--- config.mk ---
export PLATFORM = sky130hd
export DESIGN_NAME = sense_front_end
export DESIGN_NICKNAME = d
export VERILOG_FILES = /design/src/rtl/pm_pkg.sv /design/src/rtl/sense_filter.sv /design/src/rtl/sense_front_end.sv
export SDC_FILE = /design/constraint.sdc
export NUM_CORES = 1
export LEC_CHECK = 0
export CORE_UTILIZATION = 59
export DETAILED_ROUTE_END_ITERATION = 10
export GPL_TIMING_DRIVEN = 1
export PLACE_DENSITY_LB_ADDON = 0.15
export RECOVER_POWER = 25
export SLEW_MARGIN = 30
export SYNTH_ARGS = -nofsm -noshare
export SYNTH_HDL_FRONTEND = slang
export SYNTH_SLANG_ARGS = --single-unit
--- constraint.sdc ---
create_clock -name clk -period 2.7 [get_ports clk]
set_input_delay 0.54 -clock clk [delete_from_list [all_inputs] [get_ports clk]]
set_output_delay 0.54 -clock clk [all_outputs]
set_load 0.02 [all_outputs]
--- src/rtl/pm_pkg.sv ---
// pm_pkg: shared types and default timing constants for the pacemaker front end and controller.
package pm_pkg;

    typedef enum logic {IDLE, REFRACT} state_t;

    localparam int CLK_HZ      = 12_000_000;
    localparam int TICK_DIV    = CLK_HZ / 1000;
    localparam int FILT_CYCLES = CLK_HZ / 10_000;
    localparam int REFRACT_MS  = 250;
    localparam int RR_W        = 12;

endpackage

--- src/rtl/sense_filter.sv ---
// sense_filter: 2-flop synchroniser plus stability filter; lvl changes only after FILT_CYCLES
// consecutive clocks of a differing synced value, rise flags the cycle after lvl goes high.
module sense_filter #(
    parameter int FILT_CYCLES = pm_pkg::FILT_CYCLES
) (
    input  logic clk,
    input  logic rst,
    input  logic raw,
    output logic lvl,
    output logic rise
);

    localparam int CW = $clog2(FILT_CYCLES + 1);

    logic          s1, s2, lvl_d;
    logic [CW-1:0] cnt;

    assign rise = lvl & ~lvl_d;

    always_ff @(posedge clk or posedge rst) begin
        if (rst) begin
            s1    <= 1'b0;
            s2    <= 1'b0;
            lvl   <= 1'b0;
            lvl_d <= 1'b0;
            cnt   <= '0;
        end else begin
            s1    <= raw;
            s2    <= s1;
            lvl_d <= lvl;
            if (s2 == lvl)
                cnt <= '0;
            else if (cnt == CW'(FILT_CYCLES - 1)) begin
                lvl <= ~lvl;
                cnt <= '0;
            end else
                cnt <= cnt + 1'b1;
        end
    end

endmodule

--- src/rtl/sense_front_end.sv ---
// sense_front_end: filtered heartbeat sensing with refractory blanking and R-R interval measurement.
module sense_front_end
    import pm_pkg::*;
#(
    parameter int FILT_CYCLES = pm_pkg::FILT_CYCLES,
    parameter int TICK_DIV    = pm_pkg::TICK_DIV,
    parameter int REFRACT_MS  = pm_pkg::REFRACT_MS,
    parameter int RR_W        = pm_pkg::RR_W
) (
    input  logic            clk,
    input  logic            rst,
    input  logic            sense_raw,
    input  logic            pace_evt,
    input  logic            enable,
    output logic            sense_pulse,
    output logic            refractory,
    output logic [RR_W-1:0] rr_ms,
    output logic            rr_valid
);

    localparam int PW = $clog2(TICK_DIV);
    localparam int CW = $clog2(REFRACT_MS + 1);

    state_t          state;
    logic [PW-1:0]   pre;
    logic [CW-1:0]   refract_cnt;
    logic [RR_W-1:0] rr_count, rr_next;
    logic            have_ref, filt_lvl, filt_rise;
    logic            tick, cand, pace, acc, evt;

    sense_filter #(.FILT_CYCLES(FILT_CYCLES)) u_filt (
        .clk  (clk),
        .rst  (rst),
        .raw  (sense_raw),
        .lvl  (filt_lvl),
        .rise (filt_rise)
    );

    // rr_next includes the tick landing on this edge so the interval spans whole event-to-event clocks
    always_comb begin
        tick    = pre == PW'(TICK_DIV - 1);
        rr_next = (tick && rr_count != '1) ? rr_count + 1'b1 : rr_count;
        cand    = filt_rise & filt_lvl;
        pace    = enable & pace_evt;
        acc     = enable & cand & (state == IDLE) & ~pace_evt;
        evt     = acc | pace;
    end

    always_ff @(posedge clk or posedge rst) begin
        if (rst) begin
            state       <= IDLE;
            pre         <= '0;
            refract_cnt <= '0;
            rr_count    <= '0;
            have_ref    <= 1'b0;
            sense_pulse <= 1'b0;
            refractory  <= 1'b0;
            rr_ms       <= '0;
            rr_valid    <= 1'b0;
        end else begin
            sense_pulse <= acc;
            rr_valid    <= acc & have_ref;
            if (acc && have_ref)
                rr_ms <= rr_next;
            pre      <= (evt || tick) ? '0 : pre + 1'b1;
            rr_count <= evt ? '0 : rr_next;
            if (!enable) begin
                state       <= IDLE;
                refractory  <= 1'b0;
                have_ref    <= 1'b0;
                refract_cnt <= '0;
            end else if (evt) begin
                state       <= REFRACT;
                refractory  <= 1'b1;
                have_ref    <= 1'b1;
                refract_cnt <= CW'(REFRACT_MS);
            end else if (state == REFRACT && tick) begin
                refract_cnt <= refract_cnt - 1'b1;
                if (refract_cnt == CW'(1)) begin
                    state      <= IDLE;
                    refractory <= 1'b0;
                end
            end
        end
    end

endmodule

==> results of run 1 <==
[power by group through the flow]
stage | logic, mW | clock network [mW] | registers [mW]
2_1_floorplan | 0.0983 | 0 | 1.06
3_5_place_dp | 0.134 | 0 | 1.06
5_1_grt | 0.146 | 0.992 | 1.05
3_3_place_gp | 0.131 | 0 | 1.06
6_report | 0.128 | 0.938 | 1.05
4_1_cts | 0.134 | 0.948 | 1.05
[state kept, by name, indices dropped and copies added (netlist names), 8 cells and up]
name / count
refract_cnt: 8
rr_ms: 12
pre: 14
u_filt.cnt: 11
rr_count: 12
[layer usage]
layer / wire (µm) / GRT usage
met3: 272 / 0.05952
met1: 2969 / 0.3345
met2: 2969 / 0.3756
met5: 0 / 0
met4: 44 / 0.08025
[kinds of logic (layout without fill, tap and decap cells)]
family / Yosys count / in the layout / synth area share
AND/OR/NAND/NOR: 139 / 139 / 0.2561
XOR/XNOR: 20 / 20 / 0.05456
flip-flops: 65 / 65 / 0.5066
adder cells (fa/ha/maj): 5 / 5 / 0.01949
AO/OA/AOI/OAI: 59 / 59 / 0.1243
multiplexers: 1 / 1 / 0.003507
buffers and inverters: 24 / 50 / 0.03546
[worst max-delay path: cells and delay by family, from the launching register on]
family                   cells  cell delay (ps)
adder cells (fa/ha/maj)      1              210
AND/OR/NAND/NOR              3             1150
flip-flops                   1              390
AO/OA/AOI/OAI                1              380
[metrics by stage]
stage	power (mW)	setup slack [ps]	cell area [µm²]	util	cells
floorplan	1.153	533.5	3211	-	313
global placement	1.196	512.1	3458	0.6686	393
detailed placement	1.199	419.1	3458	0.6686	393
CTS	2.129	486.9	3687	0.7129	409
global route	2.193	278.9	3672	0.7100	409
finish	2.114	470.7	3672	0.7100	409
[cell usage in the layout, fill, tap and decap left out, types with 11 or more instances in the layout]
cell type / netlist / layout
a21oi_1: 16 / 16
clkdlybuf4s50_1: 0 / 17
nand2_1: 22 / 22
xor2_1: 15 / 15
a31oi_1: 12 / 12
nor2_1: 38 / 38
nand3_1: 12 / 12
nand4_1: 11 / 11
o31ai_1: 11 / 11
dfrtp_1: 65 / 65
[area by class of cell]
cell class,count,area (µm²),share of cell area
sequential,65,1627,0.4429
timing repair buffer,23,217.7,0.05928
clock buffer,10,137.6,0.03748
multi-input combinational,224,1470,0.4003
tap,70,87.58,0.02385
inverter,11,41.29,0.01124
clock inverter,6,91.34,0.02487
[how the worst max path moves through the flow]
| stage | cells past startpoint | end | start |
|---|---|---|---|
| final | 5 | refract_cnt[4] | pre[0] |
| after global routing | 3 | u_filt.cnt[3] | rst |
| after CTS | 5 | refract_cnt[4] | pre[0] |
| after detailed placement | 4 | pre[13] | pace_evt |
| after global placement | 4 | pre[11] | pace_evt |
| after floorplan | 1 | have_ref | rst |
==> results.toml, run 1 <==
[run_status]
outcome = "complete, but fails checks"
violations = "max-capacitance violations, max-slew violations"

[global_routing]
overflow = 0
grt_pass1_vias = 2212
grt_first_pass_wirelength_um = 10290
grt_max_degree = 66
grt_usage = 0.2422
antenna_found_initial = 0

[worst_hold_path]
hold_path.class = "reg -> reg"
min-delay-start = "u_filt.s1"
whs_path_depth = 0
min_to = "u_filt.s2"

[critical_path]
cp-end-kind = "flop"
critPathKind = "reg -> reg"
path_cells = "ha_1 > and4_1 > and4_1 > nand2_1 > o311a_1"
r2r_end = "refract_cnt[4]"
critPathArrivalTime_ps = 2460
rr_worst_depth = 5
crit_path_max_fanout = 11
required_ps = 2930
ff2ff_setup_slack_ps = 470
slowest_stage = "and4_1"
cp_common_cell = "and4_1"
worst_path_largest_cell_delay_ps = 530
critPathLaunchType = "flop"
r2r-start = "pre[0]"

[clock_network]
cts.sinks = 65
cts-root-buf = "clkbuf_8"
cts.reportedPaths.clkPinSlew_ps = 80
cts_tree = "done"
clk_latency_ps = 340
cts_resized = 0
hold_buffers = 0
h-tree-depth = 3
cts_setup_buffers = 0
cts_buffer_depth = 2
cts_made_buffers = 9

[route]
routed_wl_um = 6255
ant_nets = 0
first_pass_iters = 4
via_per_inst = 5.966
drc_errors = 0
wl_per_cell_um = 15.29
drt_iter0_markers = 189
vias = 2440

[sta]
whs_ps = 353.5
period_share = 0.8257
slew_violations = 66
min_period_ps = 2229
clock_skew_ps = 8.846
grt_setup_unrepaired = "no"
worstMarginPinSlew_ps = 1512
slew_headroom = -0.008329
setup_viol = 0
hold_viol = 0
clock.fmax_mhz = 448.6
tns_ps = 0

[power]
p_leak_nw = 1.607
p_sw_frac = 0.2394
pwr-share-seq = 0.496
p_int_mw = 1.608
net-switching-power_uw = 506.1
power-per-cell-area_nw_per_um2 = 575.7
ir_worst_vdd_uv = 415.0
p_comb_frac = 0.060
pwr-share-clk = 0.443

[synth]
synth_nets = 323
synth_area_leader_cell = "dfrtp_1"
synthCells = 313
synth_edf_count = 0
synth_largest_type_area_fraction = 0.5066
avgSynthCellArea_um2 = 10.26
synth_seq_cells = 65
synth_warnings = 0
ys.flop_type = "dfrtp_1"
synth_async_sr_flop_share = 1.000
yosysMostFrequentCell = "dfrtp_1"
synth_cell_types = 49
syn-cell-area_um2 = 3211
synthTopCellsByArea = "dfrtp_1, nor2_1, xor2_1"
synthTopCellsByCount = "dfrtp_1, nor2_1, nand2_1, a21oi_1, xor2_1"
synth-seq-area-share = 0.5066

[finish]
antennaDiodeCount = 0
syn_to_final_growth_pct = 14.38
final_nets = 344
drive_above_1_share = 0.09145
fillers = 364

[placed_design]
place_congestion = 0.8327
dp_hpwl_um = 4102
portBuffers = 19

[die]
rows = 26
die_x_um = 75.77
dieHeight_um = 75.77
die_area_um2 = 5740
io_pins = 20
start_util = 0.6207
fp.coreArea_um2 = 5172

[run]
max_cap_violations = 1
No activity file was read; power rests on OpenSTA's default activity.
==> inputs of run 2 (changes only) <==
==> constraint.sdc (replaced) <==
create_clock -name clk -period 2.2 [get_ports clk]
set_input_delay 0.44 -clock clk [delete_from_list [all_inputs] [get_ports clk]]
set_output_delay 0.44 -clock clk [all_outputs]
set_load 0.02 [all_outputs]
==> run 2 against run 1 <==
The run now ends clean. Worst setup slack worse by 310 ps. Maximum frequency increased by 9.5%. Via count grew 1.4%. Clock power increased by 3.3%. Register-to-register slack worse by 310 ps. First-iteration DRC count fell by 14%. Combinational power increased by 31%. Critical path depth increased by 1. Routed wire length increased by 1.6%. Sequential cell count unchanged. Sequential share of layout area is 0.31 points lower. Sequential power up 22%. Critical path type unchanged. Critical endpoint is now rr_ms[3]. Largest power group unchanged. Highest routed layer unchanged.
==> results.toml, run 2 (same netlist as run 1, synthesis figures left out) <==
[route]
via_per_inst = 5.921
first_pass_iters = 5
routed_wl_um = 6357
drt_iter0_markers = 163
drc_errors = 0
ant_nets = 0
vias = 2475
wl_per_cell_um = 15.21

[placed_design]
portBuffers = 19
dp_hpwl_um = 4491
place_congestion = 0.7979

[die]
rows = 26
die_area_um2 = 5740
fp.coreArea_um2 = 5172
die_x_um = 75.77
dieHeight_um = 75.77
io_pins = 20
start_util = 0.6207

[finish]
drive_above_1_share = 0.1092
antennaDiodeCount = 0
mostFrequentLayoutCell = "dfrtp_1"
layout_common_cells = "dfrtp_1, nor2_1, nand2_1, clkdlybuf4s50_1, a21oi_1"
final_core_util = 0.7150
reg_top3 = "pre: 14 flops, rr_count: 12 flops, rr_ms: 12 flops"
final_nets = 353
regMostFlops = "pre"
largest_reg_flops = 14
syn_to_final_growth_pct = 15.20

[power]
ir_worst_vdd_uv = 491.5
power-per-cell-area_nw_per_um2 = 654.5
p_leak_nw = 1.641

[sta]
clock_skew_ps = 10.09
slew_headroom = 0.08067
grt_setup_unrepaired = "no"
setup_viol = 0
clock.fmax_mhz = 491.1
worstMarginPinSlew_ps = 1379
min_period_ps = 2036
hold_viol = 0
tns_ps = 0
slew_violations = 0
period_share = 0.9256

[global_routing]
grt_max_degree = 66
antenna_found_initial = 0
overflow = 0
grt_first_pass_wirelength_um = 10660
grt_usage = 0.2549
grt_pass1_vias = 2302

[critical_path]
critPathLaunchType = "flop"
critPathKind = "reg -> reg"
slowest_stage = "dfrtp_1"
path_cells = "ha_1 > and4_1 > nand4_4 > buf_4 > o31ai_1 > a31oi_1"
cp-end-kind = "flop"
worst_path_largest_cell_delay_ps = 400
required_ps = 2400
critPathArrivalTime_ps = 2240
crit_path_max_fanout = 13

[clock_network]
cts.sinks = 65
hold_buffers = 0
cts_setup_buffers = 0
h-tree-depth = 3
cts-root-buf = "clkbuf_8"
cts_resized = 0
clk_latency_ps = 330
cts.reportedPaths.clkPinSlew_ps = 80
cts_tree = "done"
cts_buffer_depth = 2
cts_made_buffers = 9

[worst_hold_path]
hold_path.class = "reg -> reg"

[run]
max_cap_violations = 0

[run_status]
outcome = "completed"
[run 2: stage by stage]
stage / instances / hold WS, ps / total power [mW] / worst slack, ps / cell area (µm²)
6_report: 418 / 366.1 / 2.421 / 163.7 / 3699
5_1_grt: 418 / 382.1 / 2.520 / 41.76 / 3699
4_1_cts: 418 / 370.5 / 2.446 / 181.5 / 3714
3_5_place_dp: 402 / 337.9 / 1.480 / 177.4 / 3526
3_3_place_gp: 402 / 343.8 / 1.470 / 297.5 / 3526
2_1_floorplan: 313 / 331.2 / 1.415 / 133.5 / 3211
[run 2: area by class of cell]
type	instances	area, µm²
sequential	65	1627
clock inverter	5	56.30
fill	378	1474
clock buffer	11	131.4
tap	70	87.58
timing repair buffer	32	285.3
inverter	11	41.29
multi-input combinational	224	1470
[run 2: worst paths after layout]
kind,start,endpoint,slack (ps),depth (start not counted)
max in group asynchronous,rst,pre[1],470,3
worst max-delay path,pre[0],rr_ms[3],160,6
worst min-delay path,u_filt.s1,u_filt.s2,370,0
min in group asynchronous,rst,rr_ms[2],900,3
worst min register to register,u_filt.s1,u_filt.s2,370,0
worst max register to register,pre[0],rr_ms[3],160,6
[run 2: power by group]
| group | switching (mW) | leakage, nW | internal [mW] |
|---|---|---|---|
| registers | 0.0449 | 0.888 | 1.24 |
| clock network | 0.447 | 0.0933 | 0.522 |
| logic | 0.0974 | 0.660 | 0.0706 |
| total | 0.590 | 1.64 | 1.83 |
[run 2: worst max-delay path: cells and delay by family, from the launching register on]
kind,cells,cell delay [ps]
AO/OA/AOI/OAI,2,450
buffers and inverters,1,230
AND/OR/NAND/NOR,2,610
adder cells (fa/ha/maj),1,220
flip-flops,1,400
[run 2: metal layers]
layer	vias up	GRT usage	part of all wire
li1	1218	-	-
met1	1201	0.3542	0.47
met2	50	0.3854	0.47
met3	6	0.05820	0.046
met4	0	0.1091	0.010
met5	-	0	0
